===== src/rtl/seq_div_if.sv =====
// seq_div_if: operand/result bundle between the execute-stage control unit
// and the sequential 32/16 divider.
//   start  : one-cycle request pulse from control
//   N, D   : 32-bit dividend, 16-bit divisor (sampled on the accepting edge)
//   Q, R   : 16-bit quotient and remainder (registered)
//   busy   : divider is iterating
//   done   : one-cycle completion pulse
//   dz/ovf : divide-by-zero / quotient-overflow flags of the last operation
// master = control unit side, slave = divider side.
interface seq_div_if;
   logic        start;
   logic [31:0] N;
   logic [15:0] D;
   logic [15:0] Q;
   logic [15:0] R;
   logic        busy;
   logic        done;
   logic        dz;
   logic        ovf;

   modport master (output start, N, D,
                   input  Q, R, busy, done, dz, ovf);
   modport slave  (input  start, N, D,
                   output Q, R, busy, done, dz, ovf);
endinterface


===== src/rtl/seq_div.sv =====
// seq_div: sequential 32/16 unsigned restoring divider.
// One quotient bit per clock, 16 steps per normal operation; divide-by-zero
// and quotient overflow are detected on the accepting edge and complete
// immediately.
// Ports:
//   clk   : rising-edge clock
//   rst_n : asynchronous active-low reset
//   bus   : seq_div_if.slave (start/N/D in, Q/R/busy/done/dz/ovf out)
module seq_div (
   input logic       clk,
   input logic       rst_n,
   seq_div_if.slave  bus
);

   typedef enum logic [1:0] {S_IDLE, S_RUN, S_DONE} state_t;

   state_t      state_q, state_d;
   logic [16:0] rem_q,   rem_d;
   logic [15:0] sh_q,    sh_d;
   logic [15:0] dreg_q,  dreg_d;
   logic [3:0]  cnt_q,   cnt_d;
   logic [15:0] q_q,     q_d;
   logic [15:0] r_q,     r_d;
   logic        busy_q,  busy_d;
   logic        done_q,  done_d;
   logic        dz_q,    dz_d;
   logic        ovf_q,   ovf_d;

   // One restoring step. rem stays below the divisor between steps, so the
   // shifted value fits in 17 bits and bit 17 of the difference is a clean
   // borrow flag.
   logic [17:0] rem_sh;
   logic [17:0] trial;
   logic        borrow;
   logic [16:0] rem_step;
   logic [15:0] sh_step;

   always_comb begin
      rem_sh   = {rem_q, sh_q[15]};
      trial    = rem_sh - {2'b00, dreg_q};
      borrow   = trial[17];
      rem_step = borrow ? rem_sh[16:0] : trial[16:0];
      sh_step  = {sh_q[14:0], ~borrow};
   end

   always_comb begin
      state_d = state_q;
      rem_d   = rem_q;
      sh_d    = sh_q;
      dreg_d  = dreg_q;
      cnt_d   = cnt_q;
      q_d     = q_q;
      r_d     = r_q;
      dz_d    = dz_q;
      ovf_d   = ovf_q;

      case (state_q)
         S_RUN: begin
            rem_d = rem_step;
            sh_d  = sh_step;
            cnt_d = cnt_q + 4'd1;
            if (cnt_q == 4'd15) begin
               q_d     = sh_step;
               r_d     = rem_step[15:0];
               state_d = S_DONE;
            end
         end
         default: begin
            // IDLE and DONE both accept; DONE falls back to IDLE otherwise.
            if (state_q == S_DONE)
               state_d = S_IDLE;
            if (bus.start) begin
               if (bus.D == 16'd0) begin
                  state_d = S_DONE;
                  dz_d    = 1'b1;
                  ovf_d   = 1'b0;
                  q_d     = 16'hFFFF;
                  r_d     = bus.N[15:0];
               end else if (bus.N[31:16] >= bus.D) begin
                  // Quotient would need more than 16 bits.
                  state_d = S_DONE;
                  dz_d    = 1'b0;
                  ovf_d   = 1'b1;
                  q_d     = 16'hFFFF;
                  r_d     = bus.N[15:0];
               end else begin
                  state_d = S_RUN;
                  rem_d   = {1'b0, bus.N[31:16]};
                  sh_d    = bus.N[15:0];
                  dreg_d  = bus.D;
                  cnt_d   = 4'd0;
                  dz_d    = 1'b0;
                  ovf_d   = 1'b0;
               end
            end
         end
      endcase

      busy_d = (state_d == S_RUN);
      done_d = (state_d == S_DONE);
   end

   always_ff @(posedge clk or negedge rst_n) begin
      if (!rst_n) begin
         state_q <= S_IDLE;
         rem_q   <= '0;
         sh_q    <= '0;
         dreg_q  <= '0;
         cnt_q   <= '0;
         q_q     <= '0;
         r_q     <= '0;
         busy_q  <= 1'b0;
         done_q  <= 1'b0;
         dz_q    <= 1'b0;
         ovf_q   <= 1'b0;
      end else begin
         state_q <= state_d;
         rem_q   <= rem_d;
         sh_q    <= sh_d;
         dreg_q  <= dreg_d;
         cnt_q   <= cnt_d;
         q_q     <= q_d;
         r_q     <= r_d;
         busy_q  <= busy_d;
         done_q  <= done_d;
         dz_q    <= dz_d;
         ovf_q   <= ovf_d;
      end
   end

   assign bus.Q    = q_q;
   assign bus.R    = r_q;
   assign bus.busy = busy_q;
   assign bus.done = done_q;
   assign bus.dz   = dz_q;
   assign bus.ovf  = ovf_q;

endmodule


===== src/flat_wrapper.sv =====
// flat-port wrapper written by rule: the top's interface ports become plain ports
module seq_div_flat 
  (clk, rst_n, bus_start, bus_N, bus_D, bus_Q, bus_R, bus_busy, bus_done, bus_dz, bus_ovf);
  seq_div_if bus_i ();
  input logic clk;
  input logic rst_n;
  input wire logic [$bits(bus_i.start)-1:0] bus_start;
  input wire logic [$bits(bus_i.N)-1:0] bus_N;
  input wire logic [$bits(bus_i.D)-1:0] bus_D;
  output wire logic [$bits(bus_i.Q)-1:0] bus_Q;
  output wire logic [$bits(bus_i.R)-1:0] bus_R;
  output wire logic [$bits(bus_i.busy)-1:0] bus_busy;
  output wire logic [$bits(bus_i.done)-1:0] bus_done;
  output wire logic [$bits(bus_i.dz)-1:0] bus_dz;
  output wire logic [$bits(bus_i.ovf)-1:0] bus_ovf;
  assign bus_i.start = bus_start;
  assign bus_i.N = bus_N;
  assign bus_i.D = bus_D;
  assign bus_Q = bus_i.Q;
  assign bus_R = bus_i.R;
  assign bus_busy = bus_i.busy;
  assign bus_done = bus_i.done;
  assign bus_dz = bus_i.dz;
  assign bus_ovf = bus_i.ovf;
  seq_div u_core (.clk(clk), .rst_n(rst_n), .bus(bus_i));
endmodule

===== config.mk =====
export PLATFORM = sky130hd
export DESIGN_NAME = seq_div_flat
export DESIGN_NICKNAME = d
export VERILOG_FILES = /design/src/rtl/seq_div_if.sv /design/src/rtl/seq_div.sv /design/src/flat_wrapper.sv
export SDC_FILE = /design/constraint.sdc
export NUM_CORES = 1
export LEC_CHECK = 0
export CAP_MARGIN = 25
export CORE_MARGIN = 4
export CORE_UTILIZATION = 35
export CTS_CLUSTER_SIZE = 40
export DETAILED_ROUTE_END_ITERATION = 12
export PLACE_DENSITY = 0.65
export SLEW_MARGIN = 20
export SYNTH_ARGS = -nofsm -noshare
export SYNTH_HDL_FRONTEND = slang
export SYNTH_SLANG_ARGS = --single-unit

===== constraint.sdc =====
create_clock -name clk -period 3.4 [get_ports clk]
set_input_delay 0.51 -clock clk [delete_from_list [all_inputs] [get_ports clk]]
set_output_delay 0.51 -clock clk [all_outputs]
set_load 0.01 [all_outputs]

* After elaboration in Yosys (flattened, before gate mapping)
Cells that the tools add are included.
** Operators by class
- Muxes and demuxes :: 32
- Bitwise logic cells :: 4
- $add $sub $neg :: 2
- Eq/ne operators :: 8
- $lt $le $gt $ge :: 1
- Reduce and logical (&&, ||, !) cells :: 7
** Operators by type and width (count)
- $mux 16 :: 14
- $mux 17 :: 5
- $sub 18x16->18 :: 1
- $ge 16x16->1 :: 1
- $logic_not 16->1 :: 1
- $mux 4 :: 4
- $mux 2 :: 6
- $reduce_and 3->1 :: 2
- $add 4x1->4 const B :: 1
- $eq 2x1->1 const B :: 2
- $eq 2x2->1 const B :: 2
- $eq 4x4->1 const B :: 1
- $ne 2x2->1 const B :: 2
- $not 1->1 :: 4
- $reduce_and 4->1 :: 1
- $mux 1 :: 3
- $reduce_bool 3->1 :: 1
- $ne 2x1->1 const B :: 1
- $reduce_and 2->1 :: 1
- $reduce_bool 2->1 :: 1
** Word-level totals
- Flip-flop bits (word level) :: 91

* Logic depth before layout (Yosys ltp)
- Depth in word-level cells :: 6
- Mapped depth :: 11

* Least setup slack after synthesis
No wires, ideal clock.
- Path kind :: register -> register
- From :: register u_core.rem_q[9]
- To :: register u_core.r_q[11], in the netlist u_core.bus.R[11]
- Path buffers :: 2
- Cell stages (with the launch flop) :: 10
- Arrival :: 2561 ps
- Path slack :: 747 ps
- Required time :: 3308 ps
- Cells stage by stage :: dfrtp_1 -> ha_1 -> buf_6 -> a21o_1 -> a2111o_1 -> o211a_1 -> a211o_1 -> buf_6 -> mux2_4 -> o31ai_2
** Between the ends
- Word-level cells in the longest chain between the ends :: 4
** Ends and longest elaborated chain
- from (decl) :: RTL line seq_div.sv:18 : logic [16:0] rem_q, rem_d;
- from (signal assigned) :: RTL line seq_div.sv:118 : rem_q <= rem_d;
- $sub 18x16->18 :: RTL line seq_div.sv:40 : trial = rem_sh - {2'b00, dreg_q};
- $mux 17 :: RTL line seq_div.sv:42 : rem_step = borrow ? rem_sh[16:0] : trial[16:0];
- $mux 16 :: RTL line seq_div.sv:62 : if (cnt_q == 4'd15) begin
- $mux 16 :: RTL line seq_div.sv:57 : case (state_q)
- to (signal assigned) :: RTL line seq_div.sv:123 : r_q <= r_d;
- to (decl) :: RTL line seq_div.sv:23 : logic [15:0] r_q, r_d;
No other way between the ends. The select of a mux whose other input is x is not followed.
A chain may end at the register's enable or synchronous reset.

* Worst setup path after layout
- From :: register u_core.rem_q[3]
- To :: register u_core.r_q[13], in the netlist u_core.bus.R[13]
The elaborated chain is that of the path after synthesis.

==> impl_metrics.csv <==
group,metric,value,unit
routing,vias,5175,
clock_network,clk_pin_slew,0.06,ns
setup_path,crit_chain,"ha_1 -> a21o_1 -> or2b_1 -> o211a_4 -> o211a_1 -> a211o_1 -> a221oi_1 -> o31ai_1",
global_route,grt_start_max_net_pins,58,
global_route,gr-usage-met1,25.1,%
logic_synthesis,synth.avg_cell_area,8.97,µm²
clock_network,cts.sinks,91,
setup_path,worstPathRequired,3.61,ns
pwr,swShare,45.5,%
layout,drive_gt1_share,9.65,%
floorplan,die_y,136,µm
timing,setup_viol,0,
routing,dr.pass1.iters,5,
run_status,status,"complete, no violations",
clock_network,cts_hold_buf,0,
clock_network,cts_inserted_buffers,9,
pwr,power_frac_clock,14.0,%
global_route,grt_util_met3,3.52,%
routing,ant_nets,0,
timing,fin_crit_sh,92.7,%
setup_path,worstSetupPathType,"reg2reg",
logic_synthesis,ys_ff_latch,91,
global_route,grt_pass1_vias,5142,
timing,hold_viol,0,
logic_synthesis,synthArstFlopShare,100,%
setup_path,r2r_slack,0.25,ns
layout,multi_input_area,3200,µm²
global_route,grt_pass1_wl,26800,µm
floorplan,io_pins,87,
timing,tightestPinTransition,0.747,ns
worst_hold_path,hp-class,"in2async",
placement,io_buffers,86,
setup_path,crit_cells,8,
timing,rsz0062_at_grt,"false",
setup_path,critical_path.max_stage_delay,0.58,ns
clock_network,htreeDepth,3,
timing,max_freq,317,MHz
placement,dp_slack,-0.244,ns
setup_path,worstReg2RegStart,"u_core.rem_q[3]",
setup_path,critPathCaptureType,"flip-flop",
layout,n_antenna_cell,0,
clock_network,tritoncts,"built",
layout,fin_nets,816,
setup_path,crit_arrival,3.36,ns
setup_path,critical_path.endpoint,"u_core.bus.R[13]",
pwr,power.leakage,3.14,nW
placement,gp_congestion,0.892,
routing,drt_iter0_markers,426,
layout,area_growth,27.4,%
clock_network,post_cts_buffers,0,
global_route,grtUsageTotal,18.4,%
layout,register_area,2280,µm²
logic_synthesis,synth_nets,727,
pwr,power.internal,4.00,mW
layout,fin_area,7340,µm²
logic_synthesis,yosysUniqueCellTypes,63,
logic_synthesis,yosysWarnings,0,
clock_network,cts_root_buffer,"clkbuf_16",
setup_path,critPathLaunch,"u_core.rem_q[3]",
layout,post-route-util,45.9,%
setup_path,r2r_cells,8,
pwr,fin_total_pwr,7.34,mW
timing,maxSlewHeadroom,50.2,%
logic_synthesis,syn_area,5760,µm²
layout,nFillCells,1573,
pwr,pwr-share-comb,60.5,%
routing,drc,0,
pwr,pwr_density_cell,1000,nW/µm²
timing,fin_worst_skew,0.00969,ns
pwr,seqPwrFrac,25.4,%
setup_path,path_max_fanout,9,
logic_synthesis,synth_edf_count,0,
logic_synthesis,ys_seq_area_share,39.5,%
timing,setup_slack,0.249,ns
routing,vias_per_cell,5.44,
job,maxCapViolations,0,
floorplan,row_count,46,
clock_network,clock_latency,0.34,ns
timing,period_needed,3.15,ns
layout,fin_cells,952,
timing,slew_violations,0,
global_route,grt_use_met2,29.7,%
pwr,p_sw,3.34,mW
placement,placed_cells,936,
placement,dp_hpwl,13000,µm
floorplan,core,16000,µm²
setup_path,reg2reg_to,"u_core.bus.R[13]",
floorplan,start_util,36.0,%
floorplan,die_w,136,µm
setup_path,setup.worst_path.start_class,"flip-flop",
logic_synthesis,postSynthCellCount,642,
global_route,grt_busiest_layer,"met2",
timing,holdWs,0.223,ns
clock_network,cts_buffer_depth,2,
global_route,grt_overflow,0,
setup_path,worst-path-buf-inv,0,
timing,setup_tns,0,ns
setup_path,cpMaxStageDelayCell,"a221oi_1",
floorplan,die_area,18600,µm²
placement,placed_cell_area,7030,µm²
logic_synthesis,synth-main-ff-cell,"dfrtp_1",
global_route,grt_antenna_before_repair,0,
setup_path,crit_family,"compound AO/OA/AOI/OAI gates",
clock_network,cts-resized-gates,0,
routing,wl,16900,µm
pwr,ir_drop,0.000416,V
routing,wl_per_cell,17.8,µm
==> worst reg2reg max path, stage by stage (launching register included) <==
cell      delay, ns
dfrtp_1        0.44
ha_1           0.37
a21o_1         0.25
or2b_1         0.26
o211a_4        0.27
o211a_1        0.28
a211o_1        0.43
a221oi_1       0.58
o31ai_1        0.14
==> worst min path at each step <==
| stage | start | endpoint | slack, ns | cells past startpoint |
|---|---|---|---|---|
| after floorplan | rst_n | u_core.bus.Q[0] | 0.21 | 0 |
| after global placement | u_core.bus.ovf | u_core.bus.ovf | 0.47 | 2 |
| after detailed placement | u_core.bus.dz | u_core.bus.dz | 0.47 | 2 |
| after CTS | rst_n | u_core.bus.R[11] | 0.24 | 1 |
| after global routing | rst_n | u_core.rem_q[9] | 0.28 | 1 |
| final | rst_n | u_core.rem_q[9] | 0.22 | 1 |
==> sequential cells by signal (all words and copies together) (netlist names) <==
register         count
u_core.sh_q         16
u_core.bus.done      1
u_core.state_q       2
u_core.bus.ovf       1
u_core.bus.busy      1
u_core.dreg_q       16
u_core.bus.Q        16
u_core.bus.dz        1
u_core.rem_q        17
u_core.cnt_q         4
u_core.bus.R        16
==> layout by cell type (no fill, tap or decap), types with 5 or more instances in the layout <==
master / instances
xnor2_1: 7
clkdlybuf4s50_1: 85
a21o_1: 8
a211oi_1: 11
a221oi_1: 12
buf_12: 5
nor2_1: 38
o31ai_1: 10
xor2_1: 5
inv_1: 39
nand3_1: 36
or2_2: 5
nor3_1: 14
a21oi_1: 21
dfrtp_1: 91
o21a_1: 6
nor4_1: 6
nand2_1: 82
buf_4: 25
ha_1: 33
o211ai_1: 9
a31oi_1: 5
mux2i_1: 35
clkbuf_16: 9
o21ai_0: 49
nand2b_1: 5
==> power groups by stage <==
stage	sequential [mW]	combinational, mW	clock, mW
floorplan	1.82	3.14	0
global placement	1.86	4.24	0
detailed placement	1.87	4.39	0
CTS	1.86	4.41	1.05
global route	1.92	4.89	1.11
finish	1.87	4.44	1.03
==> routing by layer <==
| layer | routed length, µm | vias to the layer above |
|---|---|---|
| li1 | - | 2505 |
| met1 | 7520 | 2457 |
| met2 | 8140 | 191 |
| met3 | 943 | 22 |
| met4 | 301 | 0 |
| met5 | 0 | - |
==> logic make-up (layout without fill, tap and decap cells) <==
logic type / after synthesis / in the layout / share of synthesized area, %
muxes: 41 / 41 / 7.38
AOI/OAI and AO/OA: 173 / 173 / 21.0
xor gates and xnor gates: 12 / 12 / 1.82
DFF: 91 / 91 / 39.5
and+or+nand+nor: 215 / 215 / 17.4
buffers and inverters: 76 / 170 / 5.34
adders and majority gates: 34 / 34 / 7.51
==> synthesized netlist by cell type (3+ instances only) <==
master	number	area share, %
a21oi_1	21	1.8
or2_2	5	0.54
or3_1	4	0.43
nor2_1	38	2.5
nand2b_1	5	0.54
dfrtp_1	91	40
nand2_1	82	5.3
o211ai_1	9	1.2
nor3_1	15	1.3
a2111o_1	3	0.59
a22oi_1	3	0.39
xnor2_1	7	1.1
a221oi_1	12	1.8
xor2_1	5	0.76
clkbuf_1	29	1.9
o31ai_1	11	1.4
mux2_2	4	0.78
nor2b_1	4	0.43
ha_1	33	7.2
o41ai_1	4	0.61
a31oi_1	5	0.54
nand4_1	3	0.33
o21ai_0	49	4.3
mux2i_1	35	6.1
nand3_1	36	3.1
a211o_1	3	0.46
o21a_1	6	0.78
a21o_1	8	1.0
buf_2	5	0.43
o2111ai_1	4	0.61
o21bai_1	3	0.39
nor4_1	6	0.65
and2_1	3	0.33
a211oi_1	11	1.4
inv_1	39	2.5
nor3b_1	4	0.52
==> area by class of cell <==
class,count,area share [%]
Sequential cell,91,31.0
Clock buffer,12,3.36
Clock inverter,4,0.801
Multi-Input combinational cell,475,43.6
Inverter,39,1.99
Timing Repair Buffer,115,15.5
Tap cell,216,3.68
Power figures use the tool's default switching activity.
==> edit, RTL diff (config.mk and constraints unchanged) <==
Take the reset off `sh_q`, `q_q` and `r_q` and load them in a clocked block of their own.
--- a/src/rtl/seq_div.sv
+++ b/src/rtl/seq_div.sv
@@ -106,7 +106,4 @@
          rem_q   <= '0;
-         sh_q    <= '0;
          dreg_q  <= '0;
          cnt_q   <= '0;
-         q_q     <= '0;
-         r_q     <= '0;
          busy_q  <= 1'b0;
@@ -118,7 +115,4 @@
          rem_q   <= rem_d;
-         sh_q    <= sh_d;
          dreg_q  <= dreg_d;
          cnt_q   <= cnt_d;
-         q_q     <= q_d;
-         r_q     <= r_d;
          busy_q  <= busy_d;
@@ -128,2 +122,8 @@
       end
+   end
+
+   always_ff @(posedge clk) begin
+      sh_q <= sh_d;
+      q_q  <= q_d;
+      r_q  <= r_d;
    end
Function: changed (Yosys sat finds a counterexample within 4 cycles, from zero or initial values and one cycle with rst_n low).
==> edit against the original RTL <==
Synthesized cell count down 17%; cell area down 7.3%; wire length is 16% lower; setup slack better by 0.011 ns; hold slack worse by 0.12 ns; sequential cell count unchanged; sequential share of layout area up 6.0 points; area after synthesis decreased by 8.6%; total power fell by 0.47%.
==> edit: results (changes against the original RTL) <==
[global_routing]
grt_usage_pct=17.3  ; -1.1 points

[final_layout]
layout-drive-gt1-share_pct=11.2  ; +1.5 points
final_nets=716  ; -12%

[setup_path]
cp.arrival_ns=3.23  ; -0.13 ns
slowest_stage=dfrtp_1
startpoint=u_core.rem_q[11]
cp_slowest_stage_delay_ns=0.45  ; -0.13 ns

[yosys]
syn-num-nets=619  ; -15%
syn_avg_cell_area_um2=9.86  ; +9.9%
synth_xor_area_share_pct=3.71  ; +1.9 points
yosys-top-cells-area=edfxtp_1 27%, dfrtp_1 20%, ha_1 7.8%
synth_ff_type=edfxtp_1
synthAdderAreaFrac_pct=8.22  ; +0.71 points
netlist_top_cells_count=85 x nand2_1, 48 x edfxtp_1, 43 x dfrtp_1, 42 x a21oi_1
ys_types=51  ; -19%
async_flop_share_pct=47.3  ; -53 points
synth_edf_count=48  ; +48
synth_compound_area_share_pct=15.1  ; -5.9 points
yosysSeqAreaShare_pct=47.8  ; +8.3 points

[pwr]
power_leakage_nw=2.84  ; -9.6%
irDropWorstVdd_mv=0.479  ; +15%

[timing]
clock_skew_ns=0.00935  ; -0.000342 ns
max_slew_margin_pct=47.1  ; -3.1 points

[routing]
via_per_inst=5.23  ; -3.8%
vias=4289  ; -17%
wirelength_um=14200  ; -16%

[status]
status=finished clean

edit: cell types whose count changed after synthesis, moves of 6 or more:
| cell | unedited run | this run |
|---|---|---|
| o31ai_1 | 11 | 0 |
| nor3_1 | 15 | 2 |
| o21a_1 | 6 | 0 |
| a21oi_1 | 21 | 42 |
| dfrtp_1 | 91 | 43 |
| edfxtp_1 | 0 | 48 |
| a221oi_1 | 12 | 0 |
| clkbuf_1 | 29 | 13 |
| mux2_2 | 4 | 12 |
| nand2b_1 | 5 | 21 |
| mux2i_1 | 35 | 13 |
| nand3_1 | 36 | 13 |
| o21ai_0 | 49 | 35 |
edit: routing by layer:
metal	share of wire, %	wire (um)	vias to the layer above	global-route usage, %
met5	0	0	-	0
met4	2.4	338	0	6.17
met3	6.7	954	23	4.47
met2	46	6440	133	26.7
met1	45	6420	2048	23.4
li1	-	-	2085	-
edit: final cells by class:
type | count | area (um2)
repair buffers | 106 | 1070
well taps | 184 | 230
clock buffers | 9 | 225
multi-input cells | 384 | 2530
flip-flops and latches | 91 | 2520
fillers | 1373 | 7840
inverters | 39 | 146
clock inverters | 7 | 92.6
edit: logic make-up after synthesis:
logic type,count (synthesis)
adders and majority gates,34
AOI/OAI and AO/OA,128
DFF,91
and+or+nand+nor,179
muxes,25
buffers and inverters,59
xor gates and xnor gates,18
edit: worst min-delay path by stage:
stage	start	to	slack (ns)	cells past startpoint
after floorplan	rst_n	u_core.bus.busy	0.21	0
after global placement	u_core.state_q[0]	u_core.state_q[0]	0.51	1
after detailed placement	rst_n	u_core.state_q[1]	0.48	1
after CTS	rst_n	u_core.cnt_q[3]	0.1	1
after global routing	rst_n	u_core.cnt_q[3]	0.12	1
final	rst_n	u_core.cnt_q[3]	0.1	1
edit: through the flow:
step | total power (W) | worst slack (ns)
finish | 0.00730 | 0.260
global route | 0.00790 | 0.100
CTS | 0.00733 | 0.286
detailed placement | 0.00624 | 0.0308
global placement | 0.00616 | 0.117
floorplan | 0.00498 | 0.381
edit: worst reg2reg max path, cell delays in order (launching register included):
cell and delay, ns:
dfrtp_1 0.45, ha_1 0.40, a21oi_1 0.31, o21ai_0 0.20, a221oi_2 0.39, nand2_4 0.14
xor2_4 0.43, mux2i_1 0.44, a21oi_1 0.12
edit: where the power goes:
| part | internal (W) | total (W) | leakage (nW) | switching (W) |
|---|---|---|---|---|
| clock network | 0.000591 | 0.00106 | 0.156 | 0.000467 |
| registers | 0.00174 | 0.00200 | 0.960 | 0.000260 |
| logic | 0.00173 | 0.00425 | 1.72 | 0.00252 |
| total | 0.00406 | 0.00730 | 2.84 | 0.00325 |
